[config.mk]
export PLATFORM = sky130hd
export DESIGN_NAME = multi_initiator_flat
export DESIGN_NICKNAME = d
export VERILOG_FILES = /design/src/rtl/multi_initiator_pkg.sv /design/src/rtl/multi_initiator_if.sv /design/src/rtl/multi_initiator_watchdog.sv /design/src/rtl/multi_initiator.sv /design/src/flat_wrapper.sv
export SDC_FILE = /design/constraint.sdc
export NUM_CORES = 1
export LEC_CHECK = 0
export CORE_AREA = 3 3 73 126
export DETAILED_ROUTE_END_ITERATION = 6
export DIE_AREA = 0 0 76 129
export GPL_ROUTABILITY_DRIVEN = 0
export PLACE_DENSITY = 0.84
export SKIP_LAST_GASP = 1
export SYNTH_ARGS = -nofsm -noshare
export SYNTH_HDL_FRONTEND = slang
export SYNTH_SLANG_ARGS = --single-unit
[constraint.sdc]
create_clock -name clock -period 2.3 [get_ports clock]
set_input_delay 0.345 -clock clock [delete_from_list [all_inputs] [get_ports clock]]
set_output_delay 0.345 -clock clock [all_outputs]
set_load 0.05 [all_outputs]
[src/rtl/multi_initiator_pkg.sv]
`default_nettype none
// ============================================================================
// Module      : multi_initiator_pkg
// Description : Shared types and constants for the start/done initiator.
//               Holds the FSM state encoding and the default watchdog limit.
// Revision    : 1.0  initial release
// ============================================================================
package multi_initiator_pkg;

  // Default number of WAIT cycles before a transaction is aborted.
  localparam int TIMEOUT_DEFAULT = 15;

  // Width of the saturating wait counter.
  localparam int WD_WIDTH = 8;

  typedef enum logic [1:0] {
    IDLE  = 2'd0,
    ISSUE = 2'd1,
    WAIT  = 2'd2,
    RESP  = 2'd3
  } state_t;

endpackage
`default_nettype wire

[src/rtl/multi_initiator_if.sv]
`default_nettype none
// ============================================================================
// Module      : multi_initiator_if
// Description : Bundle of the request stream, the start/done responder link,
//               the response stream and the sticky error flag.
//               master : initiator view (drives req_ready, mc_*, rsp_*)
//               slave  : environment view (upstream, responder, downstream)
// Revision    : 1.0  initial release
// ============================================================================
interface multi_initiator_if #(
  parameter int WIDTH = 32
);
  // Upstream request stream
  logic             req_valid;
  logic             req_ready;
  logic [WIDTH-1:0] req_data;
  // Multi-cycle responder link
  logic             mc_start;
  logic [WIDTH-1:0] mc_inp;
  logic             mc_done;
  logic [WIDTH-1:0] mc_out;
  // Downstream response stream
  logic             rsp_valid;
  logic             rsp_ready;
  logic [WIDTH-1:0] rsp_data;
  logic             rsp_timeout;
  // Status
  logic             err_spurious;

  modport master (
    input  req_valid, req_data, mc_done, mc_out, rsp_ready,
    output req_ready, mc_start, mc_inp, rsp_valid, rsp_data, rsp_timeout,
           err_spurious
  );

  modport slave (
    output req_valid, req_data, mc_done, mc_out, rsp_ready,
    input  req_ready, mc_start, mc_inp, rsp_valid, rsp_data, rsp_timeout,
           err_spurious
  );

endinterface
`default_nettype wire

[src/rtl/multi_initiator_watchdog.sv]
`default_nettype none
// ============================================================================
// Module      : multi_watchdog
// Description : Saturating 8-bit wait counter. 'clear' zeroes it, 'enable'
//               advances it (never wrapping), 'expired' flags that the
//               counter sits at TIMEOUT-1, i.e. the last allowed WAIT cycle.
// Ports       : clock, reset_n (async, active-low), clear, enable, expired
// Revision    : 1.0  initial release
// ============================================================================
module multi_watchdog
  import multi_initiator_pkg::*;
#(
  parameter int TIMEOUT = TIMEOUT_DEFAULT
) (
  input  wire logic clock,
  input  wire logic reset_n,
  input  wire logic clear,
  input  wire logic enable,
  output logic      expired
);

  localparam logic [WD_WIDTH-1:0] LIMIT   = WD_WIDTH'(TIMEOUT - 1);
  localparam logic [WD_WIDTH-1:0] SAT_MAX = '1;

  logic [WD_WIDTH-1:0] r_count;

  always_ff @(posedge clock or negedge reset_n) begin
    if (!reset_n) begin
      r_count <= '0;
    end else if (clear) begin
      r_count <= '0;
    end else if (enable && (r_count != SAT_MAX)) begin
      r_count <= r_count + 1'b1;
    end
  end

  assign expired = (r_count == LIMIT);

endmodule
`default_nettype wire

[src/rtl/multi_initiator.sv]
`default_nettype none
// ============================================================================
// Module      : multi_initiator
// Description : Initiator side of a start/done multi-cycle handshake. Accepts
//               one request, pulses mc_start with the operand held on mc_inp,
//               waits for mc_done (bounded by a watchdog), then presents the
//               result (or a zero timeout response) on the response stream.
// Ports       : clock        - sole clock, rising edge
//               reset_n      - asynchronous active-low reset
//               bus (master) - request, responder, response and error signals
// Revision    : 1.0  initial release
// ============================================================================
module multi_initiator
  import multi_initiator_pkg::*;
#(
  parameter int WIDTH   = 32,
  parameter int TIMEOUT = TIMEOUT_DEFAULT
) (
  input wire logic          clock,
  input wire logic          reset_n,
  multi_initiator_if.master bus
);

  state_t           state;
  logic [WIDTH-1:0] r_operand;
  logic [WIDTH-1:0] r_rsp_data;
  logic             r_rsp_valid;
  logic             r_rsp_timeout;
  logic             r_mc_start;
  logic             r_err_spurious;
  logic             w_expired;

  multi_watchdog #(
    .TIMEOUT (TIMEOUT)
  ) u_watchdog (
    .clock   (clock),
    .reset_n (reset_n),
    .clear   (state == ISSUE),
    .enable  (state == WAIT),
    .expired (w_expired)
  );

  always_ff @(posedge clock or negedge reset_n) begin
    if (!reset_n) begin
      state          <= IDLE;
      r_operand      <= '0;
      r_rsp_data     <= '0;
      r_rsp_valid    <= 1'b0;
      r_rsp_timeout  <= 1'b0;
      r_mc_start     <= 1'b0;
      r_err_spurious <= 1'b0;
    end else begin
      r_mc_start <= 1'b0;

      // A done outside the wait window (including a late one after an
      // abort) is only recorded, never acted upon.
      if (bus.mc_done && (state != WAIT)) begin
        r_err_spurious <= 1'b1;
      end

      case (state)
        IDLE: begin
          if (bus.req_valid) begin
            r_operand  <= bus.req_data;
            r_mc_start <= 1'b1;
            state      <= ISSUE;
          end
        end
        ISSUE: begin
          state <= WAIT;
        end
        WAIT: begin
          // done takes priority over expiry on the same cycle
          if (bus.mc_done) begin
            r_rsp_data    <= bus.mc_out;
            r_rsp_timeout <= 1'b0;
            r_rsp_valid   <= 1'b1;
            state         <= RESP;
          end else if (w_expired) begin
            r_rsp_data    <= '0;
            r_rsp_timeout <= 1'b1;
            r_rsp_valid   <= 1'b1;
            state         <= RESP;
          end
        end
        RESP: begin
          if (bus.rsp_ready) begin
            r_rsp_valid <= 1'b0;
            state       <= IDLE;
          end
        end
        default: begin
          state <= IDLE;
        end
      endcase
    end
  end

  assign bus.req_ready    = (state == IDLE);
  assign bus.mc_start     = r_mc_start;
  assign bus.mc_inp       = r_operand;
  assign bus.rsp_valid    = r_rsp_valid;
  assign bus.rsp_data     = r_rsp_data;
  assign bus.rsp_timeout  = r_rsp_timeout;
  assign bus.err_spurious = r_err_spurious;

endmodule
`default_nettype wire

[src/flat_wrapper.sv]
// flat-port wrapper written by rule: the top's interface ports become plain ports
module multi_initiator_flat import multi_initiator_pkg::*;
#(
  parameter int WIDTH   = 32,
  parameter int TIMEOUT = TIMEOUT_DEFAULT
)
  (clock, reset_n, bus_req_valid, bus_req_data, bus_mc_done, bus_mc_out, bus_rsp_ready, bus_req_ready, bus_mc_start, bus_mc_inp, bus_rsp_valid, bus_rsp_data, bus_rsp_timeout, bus_err_spurious);
  multi_initiator_if #(.WIDTH(WIDTH)) bus_i ();
  input wire logic clock;
  input wire logic reset_n;
  input wire logic [$bits(bus_i.req_valid)-1:0] bus_req_valid;
  input wire logic [$bits(bus_i.req_data)-1:0] bus_req_data;
  input wire logic [$bits(bus_i.mc_done)-1:0] bus_mc_done;
  input wire logic [$bits(bus_i.mc_out)-1:0] bus_mc_out;
  input wire logic [$bits(bus_i.rsp_ready)-1:0] bus_rsp_ready;
  output wire logic [$bits(bus_i.req_ready)-1:0] bus_req_ready;
  output wire logic [$bits(bus_i.mc_start)-1:0] bus_mc_start;
  output wire logic [$bits(bus_i.mc_inp)-1:0] bus_mc_inp;
  output wire logic [$bits(bus_i.rsp_valid)-1:0] bus_rsp_valid;
  output wire logic [$bits(bus_i.rsp_data)-1:0] bus_rsp_data;
  output wire logic [$bits(bus_i.rsp_timeout)-1:0] bus_rsp_timeout;
  output wire logic [$bits(bus_i.err_spurious)-1:0] bus_err_spurious;
  assign bus_i.req_valid = bus_req_valid;
  assign bus_i.req_data = bus_req_data;
  assign bus_i.mc_done = bus_mc_done;
  assign bus_i.mc_out = bus_mc_out;
  assign bus_i.rsp_ready = bus_rsp_ready;
  assign bus_req_ready = bus_i.req_ready;
  assign bus_mc_start = bus_i.mc_start;
  assign bus_mc_inp = bus_i.mc_inp;
  assign bus_rsp_valid = bus_i.rsp_valid;
  assign bus_rsp_data = bus_i.rsp_data;
  assign bus_rsp_timeout = bus_i.rsp_timeout;
  assign bus_err_spurious = bus_i.err_spurious;
  multi_initiator #(.WIDTH(WIDTH), .TIMEOUT(TIMEOUT)) u_core (.clock(clock), .reset_n(reset_n), .bus(bus_i));
endmodule
==> results.cfg <==
[yosys]
synth.net_count = 350
synthFlopType = dfrtp_1
yosysWarnings = 0
yosys.cell_types.count = 41
yosys-top-cells-count = 78 x dfrtp_1, 34 x mux2_2, 32 x a221o_1, 32 x o211a_1, 14 x clkbuf_1
yosys-top-cells-area = dfrtp_1 54%, mux2_2 11%, a221o_1 8.9%, o211a_1 8.9%, ha_1 2.4%
synth_edf_count = 0
synth.most_common_cell = dfrtp_1
syn_area_sq_um = 3600
async_reset_ff_share_pct = 100
avgSynthCellArea_sq_um = 13.1
synth_top_area_share_pct = 54.2
ys_ff_latch = 78
synth_top_area_cell = dfrtp_1
ys_seq_area_share_pct = 54.2
syn_inst = 274

[cts]
clk_pin_slew_ns = 0.06
cts_tree = built
clock-sinks = 78
cts_resized = 0
cts_buffer_depth = 2
htree_levels = 3
cts_hold_buf = 0
clock_latency_ns = 0.33
cts_setup_buffers = 0
cts_root_buf = clkbuf_16
numCtsBuffers = 9

[timing]
whs_ns = 0.183
fin_ws_ns = 0.354
finalCritPeriodShare_pct = 84.6
clock.fmax_mhz = 514
maxSlewHeadroom_pct = 34.5
finalClockSkew_ns = 0.00938
finalMaxSlewViolations = 0
finalHoldViolCount = 0
worst_slew_pin_slew_ns = 0.983
timing.setup.tns_ns = 0
finalSetupViolCount = 0
rsz0062_at_grt = no
period_minus_slack_ns = 1.95

[hold_path]
hold_path.class = in2async

[placement]
portBuffers = 137
dp_slack_ns = 0.389
hpwl_mm = 6.79

[grt]
grt_pass1_wl_mm = 15.4
grt_pass1_vias = 3021
track_usage_pct = 19.7
antenna_found_initial = 0
overflow = 0
grt_max_degree = 79

[die]
ios = 138
die_h_microns = 129
die_x_microns = 76
die_area_sq_um = 9800
initial_core_util_pct = 43.3
core-area_sq_um = 8310
fp-row-count = 44

[route]
vias = 2937
antenna_left = 0
dr.pass1.iters = 4
drtIter0Drc = 148
vias_per_cell = 5.60
drt-total-wl_mm = 9.57
drc_errors = 0
post_drt_wl_per_cell_microns = 18.3

[power]
p_leak_nw = 2.28
power_density_nw_per_um2 = 1570
ir_drop_v = 0.000732

[cells_and_area]
fin_nets = 480
diodes = 0
final_util_pct = 64.3
syn2layout_area_growth_pct = 48.5
drive_gt1_share_pct = 15.2

[status]
status = completed

[worst_setup_path]
startpoint_type = register
required_ns = 2.55
cp.arrival_ns = 2.19
setup.worst_path.class = reg2reg
critical_path_peak_fanout = 12
cp-end-kind = register

[run]
drv_cap = 0
-- report_power, final --
part           leakage (nW)  switching, W  total [W]  internal, W
clock network         0.148      0.000543    0.00141     0.000865
logic                  1.25       0.00286    0.00464      0.00178
registers             0.888      0.000387    0.00233      0.00195
total                  2.28       0.00379    0.00838      0.00459
-- flip-flops by register name, indices dropped and copies added, names as in the netlist --
name / flops
u_core.bus.mc_inp: 32
u_core.bus.rsp_data: 32
u_core.u_watchdog.r_count: 8
u_core.state: 2
u_core.bus.err_spurious: 1
u_core.bus.mc_start: 1
u_core.bus.rsp_timeout: 1
u_core.bus.rsp_valid: 1
-- through the flow --
stage	total power, W	instance area, sq um	instances
5_1_grt	0.00875	5350	524
3_3_place_gp	0.00688	5050	508
6_report	0.00838	5350	524
2_1_floorplan	0.00545	3600	274
4_1_cts	0.00845	5350	524
3_5_place_dp	0.00702	5050	508
-- final cells by class --
| type | instances | area, sq um |
|---|---|---|
| sequential | 78 | 1950 |
| tap | 115 | 144 |
| multi-input combinational | 162 | 1480 |
| fill | 642 | 2970 |
| timing repair buffer | 145 | 1440 |
| inverter | 8 | 30.0 |
| clock inverter | 6 | 61.3 |
| clock buffer | 10 | 239 |
-- per-layer routing --
metal / vias up / part of all wire, % / track usage [%] / wire, microns
met5: - / 0 / 0 / 0
met1: 1500 / 37 / 21.8 / 3530
met3: 14 / 4.1 / 3.99 / 394
met2: 88 / 57 / 36.6 / 5450
met4: 0 / 2.0 / 8.96 / 192
li1: 1335 / - / - / -
-- placed cells by master (no fill, tap or decap), drive strengths merged, types with 2 or more instances in the layout --
master / count
buf: 10
mux2: 34
dfrtp: 78
o21ai: 2
and3: 3
o2111ai: 2
inv: 6
a31oi: 3
nand2: 4
nor3: 2
nor2: 5
ha: 7
o211ai: 2
clkbuf: 10
clkinv: 6
a21oi: 3
or3b: 2
nand3: 5
o211a: 32
clkdlybuf4s50: 135
nor2b: 4
a41oi: 2
or4: 2
a221o: 32
a211oi: 2
-- final timing paths --
check	start	to	cells past startpoint	slack, ns
setup / recovery	u_core.state[0]	u_core.u_watchdog.r_count[7]	5	0.35
hold / removal	reset_n	u_core.bus.mc_inp[7]	1	0.18
setup reg to reg	u_core.state[0]	u_core.u_watchdog.r_count[7]	5	0.35
hold reg to reg	u_core.bus.err_spurious	u_core.bus.err_spurious	1	0.47
max in group asynchronous	reset_n	u_core.bus.rsp_data[30]	1	1.49
min in group clock	u_core.bus.err_spurious	u_core.bus.err_spurious	1	0.47
-- logic make-up after synthesis --
family          count (synthesis)  share of synthesized area [%]
compound gates                 87                           22.4
flops                          78                           54.2
buf+inv                        34                           4.69
mux                            34                           10.6
simple gates                   34                           5.66
fa+ha+maj                       7                           2.43
-- worst max-delay path: stages (launching register included) --
cell and delay, ns:
dfrtp_1 0.40, inv_1 0.15, ha_1 0.43, nand3_1 0.26
or4_1 0.45, a21oi_1 0.17
Power figures use the tool's default switching activity.
